===== config.mk =====
export PLATFORM = sky130hd
export DESIGN_NAME = sl_rx_fifo
export DESIGN_NICKNAME = d
export VERILOG_FILES = /design/src/rtl/sl_rx_fifo.sv
export SDC_FILE = /design/constraint.sdc
export NUM_CORES = 1
export LEC_CHECK = 0
export CAP_MARGIN = 20
export CORE_ASPECT_RATIO = 1.5
export CORE_MARGIN = 8
export CORE_UTILIZATION = 65
export CTS_CLUSTER_SIZE = 10
export DETAILED_ROUTE_END_ITERATION = 16
export PLACE_DENSITY_LB_ADDON = 0.05
export SYNTH_ARGS = -nofsm -noshare
export SYNTH_HDL_FRONTEND = slang
export SYNTH_SLANG_ARGS = --single-unit

===== constraint.sdc =====
create_clock -name clk -period 8.8 [get_ports clk]
set_clock_uncertainty 0.05 [all_clocks]
set_input_delay 1.32 -clock clk [delete_from_list [all_inputs] [get_ports clk]]
set_output_delay 1.32 -clock clk [all_outputs]
set_load 0.02 [all_outputs]

===== src/rtl/sl_rx_fifo.sv =====
// Serial-line receiver: decodes the two-wire SL protocol into words of runtime length,
// checks odd parity and word length, and buffers good words in a valid/ready FIFO.
module sl_rx_fifo #(
  parameter int unsigned DATA_W     = 32,
  parameter int unsigned SAMPLE_POS = 8,
  parameter int unsigned IDLE_MIN   = 8,
  parameter int unsigned TOUT_CYC   = 1024,
  parameter int unsigned FIFO_DEPTH = 4,
  localparam int unsigned LVL_W     = $clog2(FIFO_DEPTH + 1)
) (
  input  logic              clk,
  input  logic              rst,
  input  logic              sl_zeroes_a,
  input  logic              sl_ones_a,
  input  logic              cfg_en,
  input  logic [5:0]        cfg_word_len,
  input  logic              cfg_parity_en,
  input  logic              flush,
  output logic [DATA_W-1:0] rx_data,
  output logic              rx_valid,
  input  logic              rx_ready,
  output logic [LVL_W-1:0]  fifo_level,
  output logic              busy,
  output logic              err_len,
  output logic              err_par,
  output logic              err_lvl,
  output logic              err_tout,
  output logic              err_ovf
);

  localparam int unsigned SH_W   = DATA_W + 1;
  localparam int unsigned PTR_W  = $clog2(FIFO_DEPTH);
  localparam int unsigned HI_MAX = (TOUT_CYC > IDLE_MIN) ? TOUT_CYC : IDLE_MIN;
  localparam int unsigned HI_W   = $clog2(HI_MAX + 1);
  localparam int unsigned CYC_W  = $clog2(SAMPLE_POS + 1);

  typedef enum logic [1:0] {StIdle, StSample, StWaitEnd} state_t;

  state_t            state_q, state_d;
  logic              z_meta, z_sync, o_meta, o_sync;
  logic [HI_W-1:0]   hi_cnt_q, hi_cnt_d;
  logic [CYC_W-1:0]  cycle_cnt_q, cycle_cnt_d;
  logic [5:0]        bit_cnt_q, bit_cnt_d;
  logic [5:0]        len_q, len_d;
  logic              par_q, par_d;
  logic [SH_W-1:0]   shreg_q, shreg_d;
  logic              both_high, start, strobe, bit_val;
  logic              e_len, e_par, e_lvl, e_tout, push;
  logic [5:0]        n_data;
  logic [SH_W-1:0]   data_mask;
  logic [DATA_W-1:0] push_data;

  // Synchronisers idle high so reset never looks like a start.
  always_ff @(posedge clk or posedge rst) begin
    if (rst) begin
      z_meta <= 1'b1;
      z_sync <= 1'b1;
      o_meta <= 1'b1;
      o_sync <= 1'b1;
    end else begin
      z_meta <= sl_zeroes_a;
      z_sync <= z_meta;
      o_meta <= sl_ones_a;
      o_sync <= o_meta;
    end
  end

  assign both_high = z_sync & o_sync;
  assign start     = cfg_en & ~both_high & (32'(hi_cnt_q) >= IDLE_MIN);
  assign strobe    = (state_q == StSample) && (32'(cycle_cnt_q) == SAMPLE_POS);
  assign bit_val   = ~o_sync;

  always_comb begin
    hi_cnt_d = '0;
    if (both_high) begin
      hi_cnt_d = (32'(hi_cnt_q) == HI_MAX) ? hi_cnt_q : hi_cnt_q + HI_W'(1);
    end
  end

  // State register
  always_ff @(posedge clk or posedge rst) begin
    if (rst) state_q <= StIdle;
    else     state_q <= state_d;
  end

  // Next-state logic
  always_comb begin
    state_d = state_q;
    if (!cfg_en) begin
      state_d = StIdle;
    end else begin
      unique case (state_q)
        StIdle:    if (start) state_d = StSample;
        StSample:  if (strobe) state_d = StWaitEnd;
        StWaitEnd: if (32'(hi_cnt_q) >= IDLE_MIN) state_d = StIdle;
        default:   state_d = StIdle;
      endcase
    end
  end

  // Data bits kept on push: parity bit (last bit) is stripped when enabled.
  assign n_data    = par_q ? (len_q - 6'd1) : len_q;
  assign data_mask = (SH_W'(1) << n_data) - SH_W'(1);
  assign push_data = DATA_W'(shreg_q & data_mask);

  // Datapath and error decisions
  always_comb begin
    cycle_cnt_d = cycle_cnt_q;
    bit_cnt_d   = bit_cnt_q;
    shreg_d     = shreg_q;
    len_d       = len_q;
    par_d       = par_q;
    push        = 1'b0;
    e_len       = 1'b0;
    e_par       = 1'b0;
    e_lvl       = 1'b0;
    e_tout      = 1'b0;
    if (!cfg_en) begin
      cycle_cnt_d = '0;
      bit_cnt_d   = '0;
    end else begin
      unique case (state_q)
        StIdle: begin
          if (start) begin
            cycle_cnt_d = CYC_W'(1);
            if (bit_cnt_q == '0) begin
              len_d = cfg_word_len;
              par_d = cfg_parity_en;
            end
          end else if (bit_cnt_q != '0 && 32'(hi_cnt_q) == TOUT_CYC) begin
            e_tout    = 1'b1;
            bit_cnt_d = '0;
          end
        end
        StSample: begin
          cycle_cnt_d = cycle_cnt_q + CYC_W'(1);
          if (strobe) begin
            cycle_cnt_d = '0;
            if (z_sync ^ o_sync) begin
              if (bit_cnt_q == len_q) begin
                e_len     = 1'b1;
                bit_cnt_d = '0;
              end else begin
                // First bit of a word clears the previous word's leftovers.
                shreg_d   = ((bit_cnt_q == '0) ? '0 : shreg_q) | (SH_W'(bit_val) << bit_cnt_q);
                bit_cnt_d = bit_cnt_q + 6'd1;
              end
            end else if (!z_sync && !o_sync) begin
              if (bit_cnt_q != len_q)  e_len = 1'b1;
              else if (par_q && ~^shreg_q) e_par = 1'b1;
              else                     push  = 1'b1;
              bit_cnt_d = '0;
            end else begin
              e_lvl     = 1'b1;
              bit_cnt_d = '0;
            end
          end
        end
        default: ;
      endcase
    end
  end

  always_ff @(posedge clk or posedge rst) begin
    if (rst) begin
      hi_cnt_q    <= '0;
      cycle_cnt_q <= '0;
      bit_cnt_q   <= '0;
      len_q       <= '0;
      par_q       <= 1'b0;
      shreg_q     <= '0;
    end else begin
      hi_cnt_q    <= hi_cnt_d;
      cycle_cnt_q <= cycle_cnt_d;
      bit_cnt_q   <= bit_cnt_d;
      len_q       <= len_d;
      par_q       <= par_d;
      shreg_q     <= shreg_d;
    end
  end

  assign busy = (bit_cnt_q != '0) || (state_q != StIdle);

  // FIFO
  logic [DATA_W-1:0] mem [FIFO_DEPTH];
  logic [PTR_W-1:0]  wr_ptr_q, rd_ptr_q;
  logic [LVL_W-1:0]  count_q;
  logic              full, pop, do_push;

  assign full     = (32'(count_q) == FIFO_DEPTH);
  assign rx_valid = (count_q != '0);
  assign pop      = rx_valid & rx_ready;
  assign do_push  = push & ~flush & (~full | pop);

  always_ff @(posedge clk or posedge rst) begin
    if (rst) begin
      wr_ptr_q <= '0;
      rd_ptr_q <= '0;
      count_q  <= '0;
    end else if (flush) begin
      wr_ptr_q <= '0;
      rd_ptr_q <= '0;
      count_q  <= '0;
    end else begin
      if (do_push) wr_ptr_q <= wr_ptr_q + PTR_W'(1);
      if (pop)     rd_ptr_q <= rd_ptr_q + PTR_W'(1);
      count_q <= count_q + LVL_W'(do_push) - LVL_W'(pop);
    end
  end

  always_ff @(posedge clk) begin
    if (do_push) mem[wr_ptr_q] <= push_data;
  end

  assign rx_data    = rx_valid ? mem[rd_ptr_q] : '0;
  assign fifo_level = count_q;

  always_ff @(posedge clk or posedge rst) begin
    if (rst) begin
      err_len  <= 1'b0;
      err_par  <= 1'b0;
      err_lvl  <= 1'b0;
      err_tout <= 1'b0;
      err_ovf  <= 1'b0;
    end else begin
      err_len  <= e_len;
      err_par  <= e_par;
      err_lvl  <= e_lvl;
      err_tout <= e_tout;
      err_ovf  <= push & ~flush & full & ~pop;
    end
  end

endmodule


Word-level counts from Yosys, hierarchy flattened
Memory sizes are Yosys's and may differ from the RTL's.
Index checks and enable logic that the tools add are counted.
- add/subtract/negate cells: 9
- $lt $le $gt $ge: 1
- equal/unequal tests: 14
- shifts and indexed selects: 2
- mux-type cells: 58
- bitwise operators: 18
- reduce and logical (&&, ||, !) cells: 20
- operator list (cell ; number):
    6-bit 2-to-1 mux ; 7
    33-bit 2-to-1 mux ; 1
    33-bit OR ; 1
    33-bit XNOR reduction ; 1
    1-bit by 6-bit left shift with 33-bit output ; 1
    32-bit AND ; 1
    1-bit 2-to-1 mux ; 32
    32-bit 2-to-1 mux ; 1
    1-bit by 6-bit left shift with 32-bit output, first input constant ; 1
    32-bit by 2-bit subtractor with 32-bit output, second input constant ; 1
    11-bit 2-to-1 mux ; 2
    2-bit 2-to-1 mux ; 8
    3-bit inequality test, second input constant ; 5
    4-bit 2-to-1 mux ; 3
    6-bit one-hot mux with 2 select lines ; 1
    11-bit by 1-bit adder with 11-bit output, second input constant ; 1
    11-bit == test, second input constant ; 1
    11-bit by 4-bit greater-or-equal comparator with 1-bit output, second input constant ; 1
    1-bit AND ; 8
    4-bit one-hot mux with 2 select lines ; 1
    4-bit AND reduction ; 2
    6-bit by 1-bit adder with 6-bit output, second input constant ; 1
    6-bit == test ; 1
    6-bit zero test ; 1
    other kinds (27) ; 39
- register bits: 79
- memory bits (writable): 128
- input bits: 14
- memories kept: 1
- memory list (name ; depth ; bits a word ; read ports ; clocked after memory_dff ; wr ports ; RTL line ; RTL):
    mem ; 4 ; 32 ; 1 ; 0 ; 1 ; 185 ; logic [DATA_W-1:0] mem [FIFO_DEPTH];

Logic depth before layout (Yosys ltp)
Gate-level depths: netlist (run 1).
- word-level depth: 14
- depth in mapped cells: 16
- mapped depth without buffers: 16

Worst setup path before layout (run 1)
No wires, ideal clock.
- path type: input to register
- start point: input cfg_en
- end point: register count_q[2], in the netlist fifo_level[2]
- setup time: 119 ps
- arrival time: 3484 ps
- required time: 8631 ps
- setup slack: 5147 ps
- stages: 13
- buffers on the path: 0
- cell sequence: and3_1 nand2_1 or3_1 nor3_1 inv_1 ha_1 inv_1 ha_1 inv_1 fa_1 xor2_1 xnor2_1 nor2_1
- cells in the longest elaborated chain, start to end: 6
- ends and longest elaborated chain (what ; RTL line ; RTL):
    start: declaration ; 15 ; input logic cfg_en,
    1-bit 2-to-1 mux ; 118 ; if (!cfg_en) begin
    1-bit AND (2 in series) ; 193 ; assign do_push = push & ~flush & (~full | pop);
    3-bit by 1-bit adder with 3-bit output ; 207 ; count_q <= count_q + LVL_W'(do_push) - LVL_W'(pop);
    3-bit by 1-bit subtractor with 3-bit output ; 207 ;
    3-bit 2-to-1 mux ; 200 ; end else if (flush) begin
    end signal: assignment ; 207 ;
    end: declaration ; 187 ; logic [LVL_W-1:0] count_q;
Every way passes these cells.
A chain may end at the register's enable or synchronous reset.

Worst setup path in the final report (run 1)
Same ends and word-level chain as after synthesis.

==> run summary, run 1 <==
Leading cell type in the layout, fill and taps excluded - edfxtp_1
Startpoint Class - input port
DR WL/cell - 20.96 µm
Pre-antenna DRT Iters - 5
Vias in the first global route - 6,590
Net Count, Synth - 797
Final instance area - 11,340 µm²
First-pass GRT wire length - 34,860 µm
Final slew viol count - 0
CP max FO - 8
Largest family of logic cells by synthesized area - simple AND/OR/NAND/NOR gates
Hpwl dp - 15,040 µm
Layout Area Growth over Synthesis - 14.03%
Synth Area in Adders - 2.215%
Die ar. - 19,590 µm²
Pin count of the biggest net entering global routing - 80
Clock transition at path regs - 0.06 ns
Chip height - 167.5 µm
Total setup buffers inserted after CTS - 0
Fin. Hold Viols - 0
Main flop type after synthesis - edfxtp_1
Clock Latency Late Sink - 0.50 ns
Highest-count cells in the layout ignoring fill and taps - edfxtp_1 (128), dfrtp_1 (74), nand2_1 (61)
Clock buffer count from CTS - 24
RSZ-0062 raised after global routing - no
I/O pin count - 56
Complex-gate fraction of the synthesized area - 10.11%
Syn Inst Count - 766
Initial Utilization - 66.26%
Number of nets in the finished design - 848
Syn Area/Cell - 12.98 µm²
Crit. End Element - flop
Synth Area in XOR/XNOR - 4.506%
Yosys warns - 0
Worst-case clock buffer depth - 3
Crit-path most repeated cell - inv_1
Rel. slew slack - 26.57%
Tmin final - 4.096 ns
Yosys reg bits - 207
Synth Cell Area - 9941 µm²
Crit path max-delay family - simple AND/OR/NAND/NOR gates
Tot GR Track Use - 22.97%
Status - complete, no violations
Maxcap violations - 0
Site Rows - 55
DRT Wirelength - 21,630 µm
Post-synth ARST share - 38.16%
Yosys cell types - 71
Slew @ Worst Pin - 1.101 ns
Post-synthesis sequential area ratio - 58.60%
Post-DRT Antenna Nets - 0
Total gr overflow - 0
Top cells by area, synth - edfxtp_1 (39%), dfrtp_1 (19%), mux4_2 (7.2%)
Die width - 117.0 µm
Worst EP arrival - 4.43 ns
FMAX - 244.1 MHz
EDFF count, synth - 128
Dpl cell area - 10,620 µm²
Setup TNS - 0 ns
Setup CP Type - in -> reg
DRC - 0
Hold buffers post-CTS - 0
PD cells - 170.2 nW/µm²
Post-CTS Resized - 0
Yosys top cell by area - edfxtp_1
Initial DRC count - 467
Final Cycle Share - 46.55%
Data required, critical path - 9.13 ns
Largest stage delay on the critical path - 0.60 ns
CP max stage cell - clkdlybuf4s50_1
Top cell type's share of synthesized area - 38.67%
Mux contribution to synthesized area - 8.307%
Gpl congestion - 0.9517
Leak - 4.432 nW
Crit-path cells - clkdlybuf4s50_1, and3_1, nand2_1, or3_1, nor3_1, inv_1, ha_1, inv_1, ha_1, inv_1, fa_1, xor2_1, xnor2_1, nor2_1
Port bufs - 55
CTS root buf - clkbuf_16
Core area - 15,000 µm²
Worst vdd ir - 0.1913 mV
Setup violators final - 0
N_diodes - 0
CTS tree - built
# clock sinks - 207
H-tree depth - 1
Initial antenna violation count - 0
Hold crit path type - reg -> reg
WP buf/inv - 4
Vias - 6,283
Vias/cell - 6.088
Share of layout cells above drive strength 1 - 11.04%
Simple-Gate Fraction of Synth Area - 13.42%
sequential cells by signal, indices dropped and copies added (netlist names):
| name | count |
|---|---|
| err_tout | 1 |
| z_sync | 1 |
| err_ovf | 1 |
| rd_ptr_q | 2 |
| err_lvl | 1 |
| err_par | 1 |
| par_q | 1 |
| state_q | 2 |
| shreg_q | 33 |
| z_meta | 1 |
| wr_ptr_q | 2 |
| cycle_cnt_q | 4 |
| o_meta | 1 |
| fifo_level | 3 |
| bit_cnt_q | 6 |
| hi_cnt_q | 11 |
| err_len | 1 |
| mem | 128 |
| len_q | 6 |
| o_sync | 1 |
kinds of logic after synthesis:
family,Yosys count
DFF,207
and+or+nand+nor,245
AOI/OAI and AO/OA,143
muxes,42
xor gates and xnor gates,48
adders and majority gates,17
buffers and inverters,64
synth_stat cells (all sizes together) (6+ instances only):
library cell	number
ha	16
clkbuf	26
xor2	10
nor3	10
nor2b	14
nand3	20
nand3b	8
inv	23
nand2	61
buf	15
a22o	25
mux2i	6
nor2	42
dfrtp	75
a21oi	16
o21ai	43
xnor2	36
or3	7
a21boi	20
mux4	32
edfxtp	128
and2	51
o31ai	8
worst reg2reg max path: stages, from the launching register on:
cell and delay, ns:
dfrtp_1 0.70, or3b_4 0.51, a2111oi_4 0.42, nor2_2 0.16
nor4_1 0.60, nand2_1 0.15, ha_1 0.32, a21boi_1 0.25
o21ai_0 0.53
through the flow:
stage	hold slack [ns]	utilization [%]	power, mW	instances	setup slack [ns]
CTS	0.3065	75.46	1.943	1031	4.642
global route	0.3068	75.56	1.983	1032	4.482
global placement	0.2988	70.80	1.069	989	4.347
detailed placement	0.2988	70.80	1.069	989	4.179
floorplan	0.2952	-	1.058	766	5.147
finish	0.3059	75.56	1.930	1032	4.704
worst paths after layout:
path	slack, ns	start	to	cells past startpoint
hold / removal	0.31	z_meta	z_sync	0
min in group asynchronous	1.39	rst	err_par	3
hold reg to reg	0.31	z_meta	z_sync	0
setup reg to reg	4.82	par_q	mem[3][8]	8
setup / recovery	4.70	cfg_en	fifo_level[2]	14
max in group asynchronous	6.65	rst	rd_ptr_q[0]	3
routing by layer:
layer | wire (µm) | vias up | track usage, %
met5 | 0 | - | 0
met3 | 1086 | 45 | 2.809
met1 | 7863 | 3116 | 26.64
met2 | 12060 | 198 | 41.91
met4 | 620 | 0 | 8.166
li1 | - | 2924 | -
layout make-up:
| class | count | area (µm²) |
|---|---|---|
| repair buffers | 66 | 640.6 |
| well taps | 199 | 249.0 |
| flip-flops and latches | 207 | 5827 |
| fillers | 1018 | 3666 |
| inverters | 23 | 87.58 |
| clock buffers | 42 | 699.4 |
| multi-input cells | 495 | 3832 |
where the power goes:
group	internal (mW)	switching [mW]
logic	0.00860	0.0138
registers	1.03	0.00136
clock network	0.532	0.347
total	1.57	0.363
Power figures use the tool's default switching activity.
==> run 2, diff against run 1 <==
--- a/config.mk
+++ b/config.mk
@@ -8,7 +8,7 @@
 export CAP_MARGIN = 20
 export CORE_ASPECT_RATIO = 1.5
 export CORE_MARGIN = 8
-export CORE_UTILIZATION = 65
+export CORE_UTILIZATION = 60
 export CTS_CLUSTER_SIZE = 10
 export DETAILED_ROUTE_END_ITERATION = 16
 export PLACE_DENSITY_LB_ADDON = 0.05
==> constraint.sdc (replaced) <==
create_clock -name clk -period 4.07 [get_ports clk]
set_clock_uncertainty 0.05 [all_clocks]
set_input_delay 0.6105 -clock clk [delete_from_list [all_inputs] [get_ports clk]]
set_output_delay 0.6105 -clock clk [all_outputs]
set_load 0.02 [all_outputs]
==> run 2 against run 1 <==
  * Critical path depth is 1 higher
  * Non-clock buffer count is 7 higher
  * Routed wire length is 3.8% higher
  * Total power is 120% higher
  * Register-to-register slack worse by 4.3 ns
  * Flip-flop and latch count stayed put
  * Core utilization is 5.1 points lower
  * Clock power is 120% higher
  * Worst setup slack worse by 4.1 ns
  * Critical path type is now reg -> reg
  * Largest power group unchanged
  * Clock-buffer cell count stayed put
  * Design area is 0.63% higher
  * First-iteration DRC count is 4.1% higher
==> run summary, run 2 (synthesized netlist as in run 1, its figures left out) <==
Total setup buffers inserted after CTS - 0
Largest regs - mem (128), shreg_q (33), hi_cnt_q (11)
Crit. End Element - flop
Final Cycle Share - 86.24%
Clock transition at path regs - 0.06 ns
Flop-to-flop setup slack - 0.56 ns
Worst EP arrival - 3.84 ns
Final Non-Filler Cells - 1,047
Worst-case clock buffer depth - 3
I/O pin count - 56
Share of layout cells above drive strength 1 - 11.77%
Core area - 16,190 µm²
Layout Area Growth over Synthesis - 14.75%
Initial antenna violation count - 0
Tot GR Track Use - 21.82%
Crit path max-delay family - XOR/XNOR gates
Post-CTS Resized - 0
Fin. Hold Viols - 0
Total gr overflow - 0
Slew @ Worst Pin - 0.9593 ns
Pin count of the biggest net entering global routing - 77
Chip height - 173.6 µm
Layout fillers - 1,130
Initial Utilization - 61.40%
Reg with most FFs - mem
Site Rows - 57
Tmin final - 3.510 ns
Critical path origin - shreg_q[8]
Final Power - 4.186 mW
Startpoint Class - flop
Die width - 121.1 µm
Initial DRC count - 486
FMAX - 284.9 MHz
Hold crit path type - in -> async
Post-DRT Antenna Nets - 0
Setup CP Type - reg -> reg
Status - complete, no violations
Reg2reg start - shreg_q[8]
PD cells - 366.9 nW/µm²
Vias/cell - 6.079
Largest stage delay on the critical path - 0.46 ns
Cells after DPL - 1,003
N_diodes - 0
Vias in the first global route - 6,638
Clock Latency Late Sink - 0.51 ns
Data required, critical path - 4.40 ns
Hold buffers post-CTS - 0
First-pass GRT wire length - 36,250 µm
Crit-path cells - xnor2_1, xnor2_1, xnor2_1, xnor3_1, mux2i_1, nor3_1, inv_1, ha_1, inv_1, ha_1, inv_1, fa_1, xor2_1, xnor2_1, nor2_1
Leading cell type in the layout, fill and taps excluded - edfxtp_1
DR WL/cell - 21.44 µm
Setup violators final - 0
Highest-count cells in the layout ignoring fill and taps - edfxtp_1 (128), dfrtp_1 (74), nand2_1 (61)
Leak - 4.467 nW
Maxcap violations - 0
Crit-path most repeated cell - xnor2_1
H-tree depth - 1
Vias - 6,365
RSZ-0062 raised after global routing - no
CTS tree - built
Number of nets in the finished design - 855
Finished Core Util - 70.46%
CTS root buf - clkbuf_16
Rel. slew slack - 36.05%
Worst vdd ir - 0.3037 mV
Setup TNS - 0 ns
CP max FO - 5
Worst R2R Path Depth - 15
Die ar. - 21,030 µm²
Port bufs - 55
RR Endpoint - fifo_level[2]
Gpl congestion - 0.9876
Hpwl dp - 15,530 µm
Max FFs per register - 128
DRT Wirelength - 22,450 µm
WP buf/inv - 3
# clock sinks - 207
DRC - 0
CP max stage cell - dfrtp_1
Final slew viol count - 0
Clock buffer count from CTS - 24
Pre-antenna DRT Iters - 4
[run 2: changes by cell type in the layout (fill, tap and decap cells not counted), sizes merged]
cell	change
clkinv	+1
clkbuf	+1
buf	+6
[run 2: cell type report]
type	instances	area [µm²]	area share, %
Sequential cell	207	5827	51.08
Multi-Input combinational cell	495	3832	33.60
Timing Repair Buffer	73	708.2	6.208
Clock buffer	42	689.4	6.044
Tap cell	206	257.7	2.260
Inverter	23	87.58	0.7678
Clock inverter	1	5.005	0.04387
[run 2: worst max-delay path by stage]
stage / to / slack [ns] / depth (start not counted)
after floorplan: mem[0][16] / 0.80 / 16
after global placement: fifo_level[2] / 0.56 / 14
after detailed placement: fifo_level[2] / 0.48 / 14
after CTS: fifo_level[2] / 0.54 / 14
after global routing: mem[1][2] / 0.23 / 8
final: fifo_level[2] / 0.56 / 15
[run 2: power by group]
group / internal, mW / total [mW] / leakage (nW) / switching (mW)
clock network: 1.14 / 1.91 / 0.332 / 0.776
registers: 2.22 / 2.22 / 2.54 / 0.00293
logic: 0.0206 / 0.0515 / 1.59 / 0.0309
total: 3.38 / 4.19 / 4.47 / 0.810
[run 2: layer usage]
metal / track usage (%) / routed length [µm] / up-vias
met5: 0 / 0 / -
met4: 8.834 / 800 / 0
met3: 3.065 / 985 / 52
met2: 40.58 / 12340 / 170
met1: 23.94 / 8324 / 3215
li1: - / - / 2928
[run 2: per-stage QoR]
stage	hold slack (ns)	cell area (µm²)	setup slack [ns]
detailed placement	0.2975	10710	0.4775
finish	0.2457	11410	0.5601
global placement	0.2977	10710	0.5634
floorplan	0.2952	9941	0.7972
global route	0.2602	11410	0.2314
CTS	0.2396	11400	0.5411
